**config.mk**
```make
export PLATFORM = sky130hd
export DESIGN_NAME = branch_target_predictor
export DESIGN_NICKNAME = d
export VERILOG_FILES = /design/src/rtl/bp_pkg.sv /design/src/rtl/bp_sat_counter.sv /design/src/rtl/branch_target_predictor.sv
export SDC_FILE = /design/constraint.sdc
export NUM_CORES = 1
export LEC_CHECK = 0
export BUFFER_PORTS_ARGS = -buffer_cell sky130_fd_sc_hd__buf_4
export CORE_ASPECT_RATIO = 0.75
export CORE_UTILIZATION = 60
export DETAILED_ROUTE_END_ITERATION = 10
export PLACE_DENSITY_LB_ADDON = 0.15
export SLEW_MARGIN = 20
export SYNTH_ARGS = -nofsm -noshare
export SYNTH_HDL_FRONTEND = slang
export SYNTH_SLANG_ARGS = --single-unit
```
**constraint.sdc**
```tcl
create_clock -name clk -period 3.9 [get_ports clk]
set_clock_uncertainty 0.05 [all_clocks]
set_input_delay 0.39 -clock clk [delete_from_list [all_inputs] [get_ports clk]]
set_output_delay 0.39 -clock clk [all_outputs]
set_load 0.1 [all_outputs]
```
**src/rtl/bp_pkg.sv**
```systemverilog
// Shared definitions for the branch target predictor: counter encodings,
// default entry layout and PC index/tag extraction helpers.
package bp_pkg;

  localparam logic [1:0] SNT = 2'b00;
  localparam logic [1:0] WNT = 2'b01;
  localparam logic [1:0] WT  = 2'b10;
  localparam logic [1:0] ST  = 2'b11;

  localparam logic [1:0] CTR_RESET = WNT;
  localparam logic [1:0] CTR_ALLOC = WT;

  localparam int BP_XLEN  = 32;
  localparam int BP_TAG_W = 8;

  typedef struct packed {
    logic                valid;
    logic [BP_TAG_W-1:0] tag;
    logic [BP_XLEN-1:0]  target;
    logic [1:0]          ctr;
  } bp_entry_t;

  // PCs are widened to 64 bits so one helper serves any XLEN up to 64
  function automatic logic [31:0] bp_index(input logic [63:0] pc, input int idx_w);
    logic [63:0] mask;
    mask = (64'd1 << idx_w) - 64'd1;
    return 32'((pc >> 2) & mask);
  endfunction

  function automatic logic [31:0] bp_tag(input logic [63:0] pc, input int idx_w,
                                         input int tag_w);
    logic [63:0] mask;
    mask = (64'd1 << tag_w) - 64'd1;
    return 32'((pc >> (idx_w + 2)) & mask);
  endfunction

endpackage

```
**src/rtl/bp_sat_counter.sv**
```systemverilog
// Combinational next-state for a 2-bit saturating direction counter.
module bp_sat_counter
  import bp_pkg::*;
(
  input  logic [1:0] ctr,
  input  logic       inc,
  input  logic       dec,
  output logic [1:0] ctr_next
);

  always_comb begin
    ctr_next = ctr;
    if (inc && !dec && ctr != ST)
      ctr_next = ctr + 2'd1;
    else if (dec && !inc && ctr != SNT)
      ctr_next = ctr - 2'd1;
  end

endmodule

```
**src/rtl/branch_target_predictor.sv**
```systemverilog
// Direct-mapped BTB with 2-bit direction counters; zero-latency lookup for IF,
// learning from EX/MEM. Define BP_PERF_CNT_EN to add lookup/update/mispredict counters.
module branch_target_predictor
  import bp_pkg::*;
#(
  parameter int XLEN    = 32,
  parameter int ENTRIES = 16,
  parameter int TAG_W   = 8
) (
  input  logic            clk,
  input  logic            rst,
  input  logic [XLEN-1:0] if_pc,
  output logic            pred_hit,
  output logic            pred_taken,
  output logic [XLEN-1:0] pred_target,
  input  logic            upd_valid,
  input  logic [XLEN-1:0] upd_pc,
  input  logic            upd_taken,
  input  logic [XLEN-1:0] upd_target,
`ifdef BP_PERF_CNT_EN
  output logic [31:0]     perf_lookups,
  output logic [31:0]     perf_updates,
  output logic [31:0]     perf_mispred,
`endif
  input  logic            bp_flush
);

  localparam int IDX_W = $clog2(ENTRIES);

  logic            valid_q  [ENTRIES];
  logic [TAG_W-1:0] tag_q   [ENTRIES];
  logic [XLEN-1:0] target_q [ENTRIES];
  logic [1:0]      ctr_q    [ENTRIES];

  logic [IDX_W-1:0] l_idx, u_idx;
  logic [TAG_W-1:0] l_tag, u_tag;
  logic             upd_hit;
  logic [1:0]       ctr_next;

  assign l_idx = IDX_W'(bp_index(64'(if_pc), IDX_W));
  assign l_tag = TAG_W'(bp_tag(64'(if_pc), IDX_W, TAG_W));
  assign u_idx = IDX_W'(bp_index(64'(upd_pc), IDX_W));
  assign u_tag = TAG_W'(bp_tag(64'(upd_pc), IDX_W, TAG_W));

  // Lookup reads the flops directly, so same-cycle updates are not visible yet
  always_comb begin
    pred_hit    = valid_q[l_idx] && (tag_q[l_idx] == l_tag);
    pred_taken  = pred_hit && ctr_q[l_idx][1];
    pred_target = pred_taken ? target_q[l_idx] : if_pc + XLEN'(4);
  end

  assign upd_hit = valid_q[u_idx] && (tag_q[u_idx] == u_tag);

  bp_sat_counter u_sat_counter (
    .ctr      (ctr_q[u_idx]),
    .inc      (upd_taken),
    .dec      (!upd_taken),
    .ctr_next (ctr_next)
  );

  // Flush only clears valid bits and takes priority over a concurrent update
  always_ff @(posedge clk or negedge rst) begin
    if (!rst) begin
      for (int i = 0; i < ENTRIES; i++) begin
        valid_q[i]  <= 1'b0;
        tag_q[i]    <= '0;
        target_q[i] <= '0;
        ctr_q[i]    <= CTR_RESET;
      end
    end else if (bp_flush) begin
      for (int i = 0; i < ENTRIES; i++)
        valid_q[i] <= 1'b0;
    end else if (upd_valid) begin
      if (upd_hit) begin
        ctr_q[u_idx] <= ctr_next;
        if (upd_taken)
          target_q[u_idx] <= upd_target;
      end else if (upd_taken) begin
        valid_q[u_idx]  <= 1'b1;
        tag_q[u_idx]    <= u_tag;
        target_q[u_idx] <= upd_target;
        ctr_q[u_idx]    <= CTR_ALLOC;
      end
    end
  end

`ifdef BP_PERF_CNT_EN
  logic [XLEN-1:0] prev_pc_q;
  logic            u_pred_taken;
  logic [XLEN-1:0] u_pred_target;
  logic            mispred;

  // Prediction the IF stage would have made for upd_pc with the current table
  always_comb begin
    u_pred_taken  = upd_hit && ctr_q[u_idx][1];
    u_pred_target = u_pred_taken ? target_q[u_idx] : upd_pc + XLEN'(4);
    mispred       = (u_pred_taken != upd_taken) ||
                    (upd_taken && (u_pred_target != upd_target));
  end

  always_ff @(posedge clk or negedge rst) begin
    if (!rst) begin
      prev_pc_q    <= '0;
      perf_lookups <= '0;
      perf_updates <= '0;
      perf_mispred <= '0;
    end else begin
      prev_pc_q <= if_pc;
      if (!bp_flush) begin
        if (if_pc != prev_pc_q)
          perf_lookups <= perf_lookups + 32'd1;
        if (upd_valid)
          perf_updates <= perf_updates + 32'd1;
        if (upd_valid && mispred)
          perf_mispred <= perf_mispred + 32'd1;
      end
    end
  end
`endif

endmodule

```
# Yosys cells after proc, flatten, opt, wreduce, memory -nomap -nowiden
# Cells that the tools add are included.
# word_totals
reg_bits	688
out_inout_bits	34
# classes
reduce_logical	15
eq_ne	4
bitwise_logic	8
order_cmp	3
muxes	41
add_sub_neg	3
# ops
operator	count
512-bit bitwise mux	1
32-bit two-way mux	6
32-bit binary-select mux with 4-bit select	1
128-bit bitwise mux	1
32-bit demux with 4-bit select	1
8-bit binary-select mux with 4-bit select	2
16-bit two-way mux	4
8-bit two-way mux	5
32-bit by 3-bit adder with 32-bit output (second input constant)	1
32-bit bitwise mux	1
8-bit demux with 4-bit select	1
16-bit bitwise OR	2
16-bit bitwise AND	1
2-bit binary-select mux with 4-bit select	2
8-bit equality test	2
16-bit inverter	1
2-bit two-way mux	7
5-bit >= comparator (second input constant)	2
4-bit inverter with 5-bit output	2
3-bit AND reduction	3
1-bit binary-select mux with 4-bit select	2
2-bit demux with 4-bit select	1
2-bit nonzero test	4
1-bit logical AND	6
9 further kinds	15

# Longest topological paths before layout
# Gate-level depths: netlist of run 1.
# logic_depth
depth_word	10
ltp_mapped	13
mapped_depth_nobuf	9

# Modules after synthesis
# Synthesis of run 1 repeated with hierarchy kept, for this count alone.
# unflattened
hier_cells	2828
hier_area_um2	34071.4
# modules_own_cells
module	instances	seq_area_each_um2	area_per_inst_um2	cells_each
branch_target_predictor	1	17236.5	33973.8	2814
bp_sat_counter	1	0.0	97.6	14

# Least setup slack after synthesis of run 1
# OpenSTA, ideal clock, no wires.
# synth_path
path_type	input port to output port
from	input if_pc[2]
to	output pred_taken
cell_stages	9
setup_slack_ns	-1.077
arrival_time_ns	4.537
path_buffers	2
path_cell_list	buf_2 buf_2 mux4_2 mux2i_1 xnor2_1 nor4_1 nor2_1 or3_1 nor3b_1
# synth_via
elab_chain_len	7
word_cells_on_any_way	13
classes_between	1 x eq/ne; 9 x mux; 1 x bitwise; 2 x reduce/logical
# synth_rtl
element	line	text
start, declared	branch_target_predictor.sv:12	input logic [XLEN-1:0] if_pc,
4-bit inverter with 5-bit output (implied by the code) *	branch_target_predictor.sv:47, branch_target_predictor.sv:48	
8-bit binary-select mux with 4-bit select	branch_target_predictor.sv:47	pred_hit = valid_q[l_idx] && (tag_q[l_idx] == l_tag);
8-bit two-way mux (implied by the code) (2 in a row)	branch_target_predictor.sv:47	
8-bit equality test	branch_target_predictor.sv:47	
1-bit logical AND	branch_target_predictor.sv:47	
1-bit logical AND *	branch_target_predictor.sv:48	pred_taken = pred_hit && ctr_q[l_idx][1];
end, declared	branch_target_predictor.sv:14	output logic pred_taken,
# Every way passes the cells marked *; elsewhere a longest branch is shown, timed or not. The select of a mux whose other input is x is not followed.

# Worst setup path in the final report of run 1
# layout_path
from	register tag_q[73] (netlist bit)
to	output pred_target[12]
# layout_via
elab_chain_len	7
# layout_rtl
element	line	text
start, declared	branch_target_predictor.sv:31	logic [TAG_W-1:0] tag_q [ENTRIES];
start signal, assigned by index	branch_target_predictor.sv:80	tag_q[u_idx] <= u_tag;
8-bit binary-select mux with 4-bit select	branch_target_predictor.sv:47	
8-bit two-way mux (implied by the code) (2 in a row)	branch_target_predictor.sv:47	
8-bit equality test	branch_target_predictor.sv:47	
1-bit logical AND	branch_target_predictor.sv:47	
1-bit logical AND	branch_target_predictor.sv:48	
32-bit two-way mux	branch_target_predictor.sv:49	pred_target = pred_taken ? target_q[l_idx] : if_pc + XLEN'(4);
end, declared	branch_target_predictor.sv:15	output logic [XLEN-1:0] pred_target,
# No other way between the ends. The select of a mux whose other input is x is not followed.

==> results of run 1 <==
-- stage by stage --
stage | worst slack [ns] | instances | setup TNS [ns] | power, mW
floorplan | -0.1205 | 2168 | -0.1205 | 10.43
global placement | 0.08103 | 2907 | 0 | 11.11
detailed placement | -0.04780 | 2907 | -0.1894 | 11.29
CTS | -0.1693 | 3043 | -4.314 | 18.19
global route | -0.2941 | 3043 | -7.503 | 18.77
finish | -0.1579 | 3044 | -3.266 | 18.10
-- timing repair --
| item | 4_1_cts | 5_1_grt |
|---|---|---|
| setup buffers | 9 | 1 |
| hold buffers | 1 | 0 |
| pin swaps | 4 | 3 |
| resized for setup | 140 | 5 |
| endpoints found under the setup margin | 32 | 33 |
| endpoints found under the hold margin | 43 | 0 |
| cloned | 3 | 0 |
-- path summary, 6_finish.rpt --
path	from	end	slack, ns	cells past startpoint
min in group asynchronous	rst	target_q[328]	0.23	2
worst max-delay path	tag_q[73]	pred_target[12]	-0.16	11
worst min-delay path	upd_target[27]	target_q[475]	0.07	2
worst min register to register	target_q[435]	target_q[435]	0.45	1
max in group asynchronous	rst	target_q[314]	2.46	3
worst max register to register	tag_q[47]	tag_q[61]	0.55	8
-- cell families after synthesis --
| logic type | count (synthesis) |
|---|---|
| mux | 952 |
| flops | 688 |
| buf+inv | 215 |
| simple gates | 144 |
| compound gates | 102 |
| xor+xnor | 64 |
| fa+ha+maj | 3 |
-- registers in the layout, summed over array words and instances, names as in the netlist --
register / flops
ctr_q: 32
tag_q: 128
target_q: 512
valid_q: 16
-- worst reg2reg max path: cells and delay by family, from the launching register on --
| family | cells | cell delay, ns |
|---|---|---|
| AND/OR/NAND/NOR | 3 | 1.07 |
| flip-flops | 1 | 0.40 |
| multiplexers | 3 | 1.40 |
| XOR/XNOR | 1 | 0.14 |
| buffers and inverters | 1 | 0.18 |
-- power by group --
part	switching, mW	internal [mW]
clock	2.86	3.95
sequential	0.485	8.02
combinational	1.21	1.57
total	4.56	13.5
-- area by class of cell --
| type | count | area [sq um] |
|---|---|---|
| Sequential cell | 688 | 17240 |
| Fill cell | 3579 | 16070 |
| Multi-Input combinational cell | 1265 | 15860 |
| Timing Repair Buffer | 219 | 2436 |
| Clock buffer | 96 | 1971 |
| Tap cell | 722 | 903.4 |
| Clock inverter | 27 | 329.1 |
| Inverter | 26 | 97.59 |
| Antenna cell | 1 | 2.502 |
-- routing by layer --
layer	wire length (um)	track usage	vias to the layer above	share of wire
li1	-	-	8388	-
met1	37570	0.4668	10770	0.43
met2	41090	0.4777	760	0.47
met3	6381	0.07199	171	0.073
met4	2381	0.09488	8	0.027
met5	78	0.005942	-	0.00089
-- layout by cell type, fill, tap and decap left out, types with 23 or more instances in the layout --
master,synthesis,routed
a22oi_1,23,23
buf_12,0,57
buf_4,8,152
clkbuf_16,0,71
dfrtp_1,672,672
inv_1,25,25
mux2_2,675,644
mux2_4,0,31
mux2i_1,41,37
mux4_2,234,234
nand2_1,27,24
nor2_1,40,27
xnor2_1,47,46
-- synthesized netlist by cell type, types with 3 or more instances --
master,instances
dfstp_2,16
nor3_4,10
buf_4,8
a21oi_1,5
nor2b_1,7
and2_1,3
inv_1,25
o22ai_1,4
mux2_2,675
a31oi_1,3
nor3_1,5
ha_1,3
and4_1,3
nor2_1,40
o2111ai_1,16
nor2_2,3
mux2i_1,41
a22o_1,16
o21ai_0,6
a22oi_1,23
nand2_1,27
nand4_1,8
xor2_1,17
nand2b_1,3
nand3_1,11
or2_2,3
xnor2_1,47
a21o_1,15
buf_2,34
a221oi_1,3
buf_1,8
dfrtp_1,672
mux4_2,234
clkbuf_1,136
buf_6,3
nor4_1,3
and3_1,10
==> qor.csv, run 1 <==
metric,value,unit
status,finished with violations,
violated checks,negative setup slack,
Clock Sinks,688,
max-cap violations,0,
critical path cell sequence,mux4_2 > xor2_2 > o32a_1 > nor3_2 > a31oi_2 > nor4bb_4 > buf_6 > buf_6 > buf_16 > mux2_4 > buf_12,
Layout Utilization,0.7072,
max_slew headroom,0.3360,
final worst-path cycle share,1.040,
fmax,246.4,MHz
"Net Count, Synth",2272,
synthesized area per cell,15.53,sq um
peak fanout along the critical path,8,
Post-Place Cell Area,35780,sq um
"Hold Vio Cnt, Final",0,
CP Class,flop to primary output,
Finished Cell Area,38830,sq um
share of the synthesized area in the top cell type,0.4994,
GRT Overall Usage,0.3181,
"Buf+Inv Stages, Crit Path",4,
routability cong.,0.9283,
cell count after synthesis,2168,
full die area,57090,sq um
unrepaired setup endpoints after global routing,yes,
DR iter-0 viols,1960,
DRC,0,
Post-Synth Simple-Gate Area,0.02530,
yosys warns,0,
worst vdd ir,0.3110,mV
"Top FF cell, synth",dfrtp_1,
Synth Area in Compound Gates,0.02322,
Yosys top cell by area,dfrtp_1,
Avg WL per Cell,28.75,um
Layout Area Growth over Synthesis,15.31,%
layout cells sized above 1,0.5597,
PD cells,466.2,nW/um^2
Final setup viols,32,
fin nets,2373,
Row Count,74,
crit end category,primary output,
Setup crit start kind,flop,
total grt overflow,0,
DIE HEIGHT,207.2,um
ANT nets after route,0,
mux cell area share after synthesis,0.3951,
CP required,3.46,ns
"Clk Latency, worst-skew pair",0.62,ns
H-tree Lvls,3,
family with the most delay on the worst path,multiplexers,
fin worst setup slack,-0.1579,ns
PortBufs,114,
worst-margin pin slew,0.9950,ns
clk root buf,clkbuf_16,
CP max stage delay,0.49,ns
CP arrival,3.62,ns
CTS max path bufs,3,
Num CTS Buffers,69,
Initial Util,0.6133,
"top cells by area, synth","dfrtp_1, mux2_2, mux4_2",
initial antenna violation count,4,
mean number of vias per cell,6.602,
DR pass1 iterations,5,
"FF+latch count, synth",688,
Detail Placement HPWL,51.56,mm
"Distinct cells, synth",53,
vias in the first global route,20986,
pin count of the biggest net entering global routing,131,
number of synthesized flops with an enable pin,0,
Die X,275.6,um
main combinational cell family by area after synthesis,multiplexers,
Crit-path slowest cell,mux4_2,
total wire length,87.50,mm
Worst path most repeated cell,buf_6,
Top Ports,135,
async set-reset flop share out of synthesis,1.000,
count of pins over their slew limit,0,
Synth Area in Adders,0.001115,
Worst Hold Slack,0.07298,ns
Leak Pwr,17.59,nW
min Tclk post-route,4.058,ns
Core Box Area,54910,sq um
vias,20097,
worst hold path class,input pin to flop,
register area share after synthesis,0.5119,
Mapped Area,33670,sq um
global-route wire length before repair,134.0,mm
CTS tree,done,
"Reg clk slew, reported paths",0.06,ns
xor and xnor area share after synthesis,0.01665,
(Power assumes the default switching activity.)
==> inputs of run 2 (changes only) <==
--- a/config.mk
+++ b/config.mk
@@ -6,11 +6,14 @@
 export NUM_CORES = 1
 export LEC_CHECK = 0
 export BUFFER_PORTS_ARGS = -buffer_cell sky130_fd_sc_hd__buf_4
+export CELL_PAD_IN_SITES_DETAIL_PLACEMENT = 0
+export CELL_PAD_IN_SITES_GLOBAL_PLACEMENT = 1
 export CORE_ASPECT_RATIO = 0.75
-export CORE_UTILIZATION = 60
+export CORE_UTILIZATION = 51
 export DETAILED_ROUTE_END_ITERATION = 10
 export PLACE_DENSITY_LB_ADDON = 0.15
 export SLEW_MARGIN = 20
 export SYNTH_ARGS = -nofsm -noshare
 export SYNTH_HDL_FRONTEND = slang
+export SYNTH_HIERARCHICAL = 1
 export SYNTH_SLANG_ARGS = --single-unit
==> qor.csv, run 2 <==
metric,value,unit,change
peak fanout along the critical path,32,,+24
max reg flops,512,,unchanged
Leak Pwr,18.76,nW,+6.7%
Row Count,81,,+9.5%
CTS max path bufs,3,,unchanged
Pwr Total,18.35,mW,+1.4%
Initial Util,0.5196,,-0.09372
worst reg2reg setup slack,0.57,ns,+0.02 ns
Layout Area Growth over Synthesis,14.59,%,
PortBufs,114,,unchanged
share of the synthesized area in the top cell type,0.4936,,-0.005813
GRT Overall Usage,0.3039,,-0.01418
post-CTS setup buffer count,0,,-9
pin count of the biggest net entering global routing,157,,+20%
"FF+latch count, synth",688,,unchanged
H-tree Lvls,3,,unchanged
Avg WL per Cell,26.07,um,-9.3%
layout cells sized above 1,0.3381,,-0.2215
"commonest non-fill, non-tap cell in the layout",nand2_1,,
hold worst-path end,target_q[35],,
worst vdd ir,0.4140,mV,+33%
Core Box Area,65570,sq um,+19%
PD cells,470.0,nW/um^2,+0.82%
"top cells by area, synth","dfrtp_1, mux4_2, mux2_2",,
max_slew headroom,0.3441,,+0.008185
final worst-path cycle share,0.9895,,-0.05096
crit end category,primary output,,
Post-synth top cells,"nand2_1, dfrtp_1, mux2_2, mux4_2, clkbuf_1",,
CP required,3.46,ns,about the same
FILL cells,5179,,+45%
status,"complete, no violations",,
"Hold Vio Cnt, Final",0,,unchanged
Setup crit start kind,flop,,
synthesized area per cell,12.05,sq um,-22%
total grt overflow,0,,unchanged
unrepaired setup endpoints after global routing,no,,
Setup TNS Final,0,ns,+3.266 ns
number of synthesized flops with an enable pin,0,,unchanged
CTS tree,done,,
Biggest register,target_q,,
async set-reset flop share out of synthesis,1.000,,unchanged
register area share after synthesis,0.5059,,-0.005959
top-count cell post-synth,nand2_1,,
r2r endpoint,tag_q[101],,
yosys warns,6,,+6
vias in the first global route,24072,,+15%
worst-margin pin slew,0.9838,ns,-0.01121 ns
fmax,259.1,MHz,+5.1%
total wire length,100.4,mm,+15%
Reg2Reg Depth,10,,+2
"Distinct cells, synth",52,,-1.9%
Final setup viols,0,,-100%
fin nets,3025,,+27%
Die X,300.5,um,+9.0%
Clock Sinks,688,,unchanged
Top Registers,"target_q x512, tag_q x128, ctr_q x32",,
Top Ports,135,,unchanged
cell count after synthesis,2828,,+30%
ANT nets after route,0,,unchanged
"Clk Latency, worst-skew pair",0.63,ns,about the same
Worst Hold Depth,3,,+1
global-route wire length before repair,152.6,mm,+14%
"Top FF cell, synth",dfrtp_1,,
count of pins over their slew limit,0,,unchanged
Mapped Area,34070,sq um,+1.2%
mean number of vias per cell,6.090,,-7.8%
vias,23441,,+17%
full die area,67850,sq um,+19%
worst hold path class,input pin to flop,,
DR iter-0 viols,2342,,+19%
most frequent cells in the layout,"nand2_1, dfrtp_1, mux2_2, mux4_2, buf_4",,
"Net Count, Synth",2932,,+29%
"Reg clk slew, reported paths",0.06,ns,about the same
Yosys top cell by area,dfrtp_1,,
DIE HEIGHT,225.8,um,+9.0%
DRC,0,,unchanged
initial antenna violation count,4,,unchanged
min Tclk post-route,3.859,ns,-0.1987 ns
Ant. Diodes,0,,-1
routability cong.,0.8620,,-7.1%
hold wc startpoint,upd_target[3],,
CP Class,flop to primary output,,
Detail Placement HPWL,60.85,mm,+18%
CP arrival,3.42,ns,-0.20 ns
clk root buf,clkbuf_16,,
Critical R2R Launch,tag_q[21],,
max-cap violations,0,,unchanged
Num CTS Buffers,70,,+1.4%
DR pass1 iterations,5,,unchanged
-- run 2: cell types whose count changed after synthesis, moves of 13 or more --
| cell | before | now |
|---|---|---|
| clkbuf_1 | 136 | 154 |
| o22ai_1 | 4 | 17 |
| xnor2_1 | 47 | 31 |
| nand4_1 | 8 | 23 |
| mux2i_1 | 41 | 85 |
| buf_1 | 8 | 21 |
| a22oi_1 | 23 | 10 |
| a21o_1 | 15 | 0 |
| a21oi_2 | 0 | 13 |
| a22o_1 | 16 | 1 |
| o2111ai_1 | 16 | 0 |
| mux2_2 | 675 | 386 |
| nand2_1 | 27 | 916 |
-- run 2: how the worst max path moves through the flow --
stage | from | slack, ns | end
after detailed placement | upd_pc[2] | 0.14 | tag_q[69]
after CTS | tag_q[38] | 0.0004 | pred_target[12]
after floorplan | if_pc[2] | -0.02 | pred_hit
after global placement | upd_pc[2] | 0.16 | tag_q[69]
after global routing | tag_q[38] | 0.005 | pred_target[12]
final | tag_q[115] | 0.04 | pred_target[12]
-- run 2: where the power goes --
group          switching, mW  internal (mW)  total [mW]
Clock                   2.91           4.04        6.95
Sequential             0.519           8.05        8.56
Combinational           1.40           1.43        2.83
-- run 2: final cells by class --
cell class                 count  area, sq um  share of cell area
sequential                   688        17240              0.4415
timing repair buffer         233         2241             0.05740
inverter                      37        138.9            0.003557
multi-input combinational   1891        15960              0.4089
clock inverter                14        147.6            0.003782
clock buffer                 115         2226             0.05701
tap                          871         1090             0.02791
-- run 2: kinds of logic (layout without fill, tap and decap cells) --
family | count (synthesis) | in the layout | share of synthesized area
AND/OR/NAND/NOR | 1058 | 1058 | 0.1238
multiplexers | 705 | 705 | 0.3082
flip-flops | 688 | 688 | 0.5059
buffers and inverters | 249 | 399 | 0.03055
AO/OA/AOI/OAI | 67 | 67 | 0.01553
XOR/XNOR | 58 | 58 | 0.01491
adder cells (fa/ha/maj) | 3 | 3 | 0.001102
-- run 2: worst max-delay path, cell delays in order (launching register included) --
cell and delay [ns]:
dfrtp_1 0.42, mux2i_2 0.24, xor2_1 0.27, nand2_1 0.09
mux4_2 0.49, o22ai_1 0.16, buf_4 0.15, nand4_1 0.16
buf_12 0.23, mux2_2 0.35, buf_6 0.20
-- run 2: per-layer routing --
metal | up-vias | share of wire | track usage | wire length (um)
met4 | 6 | 0.025 | 0.08476 | 2492
met2 | 964 | 0.46 | 0.4604 | 46100
li1 | 9982 | - | - | -
met1 | 12317 | 0.43 | 0.4443 | 43550
met5 | - | 0.00041 | 0 | 41
met3 | 172 | 0.081 | 0.06417 | 8176
-- run 2: stage by stage --
| stage | cells | util | hold slack (ns) | worst slack, ns | cell area [sq um] |
|---|---|---|---|---|---|
| final | 3849 | 0.5954 | 0.03238 | 0.04086 | 39040 |
| after detailed placement | 3707 | 0.5553 | 0.2635 | 0.1359 | 36410 |
| after global routing | 3849 | 0.5954 | 0.01447 | 0.004949 | 39040 |
| after floorplan | 2828 | - | 0.04441 | -0.02319 | 34100 |
| after CTS | 3849 | 0.5949 | 0.00006972 | 0.0004001 | 39010 |
| after global placement | 3707 | 0.5553 | 0.2601 | 0.1602 | 36410 |
-- run 2: what timing repair did --
item,in CTS,in global routing
resized for setup,24,8
hold buffers,13,0
hold endpoints to repair,67,0
setup endpoints to repair,24,32
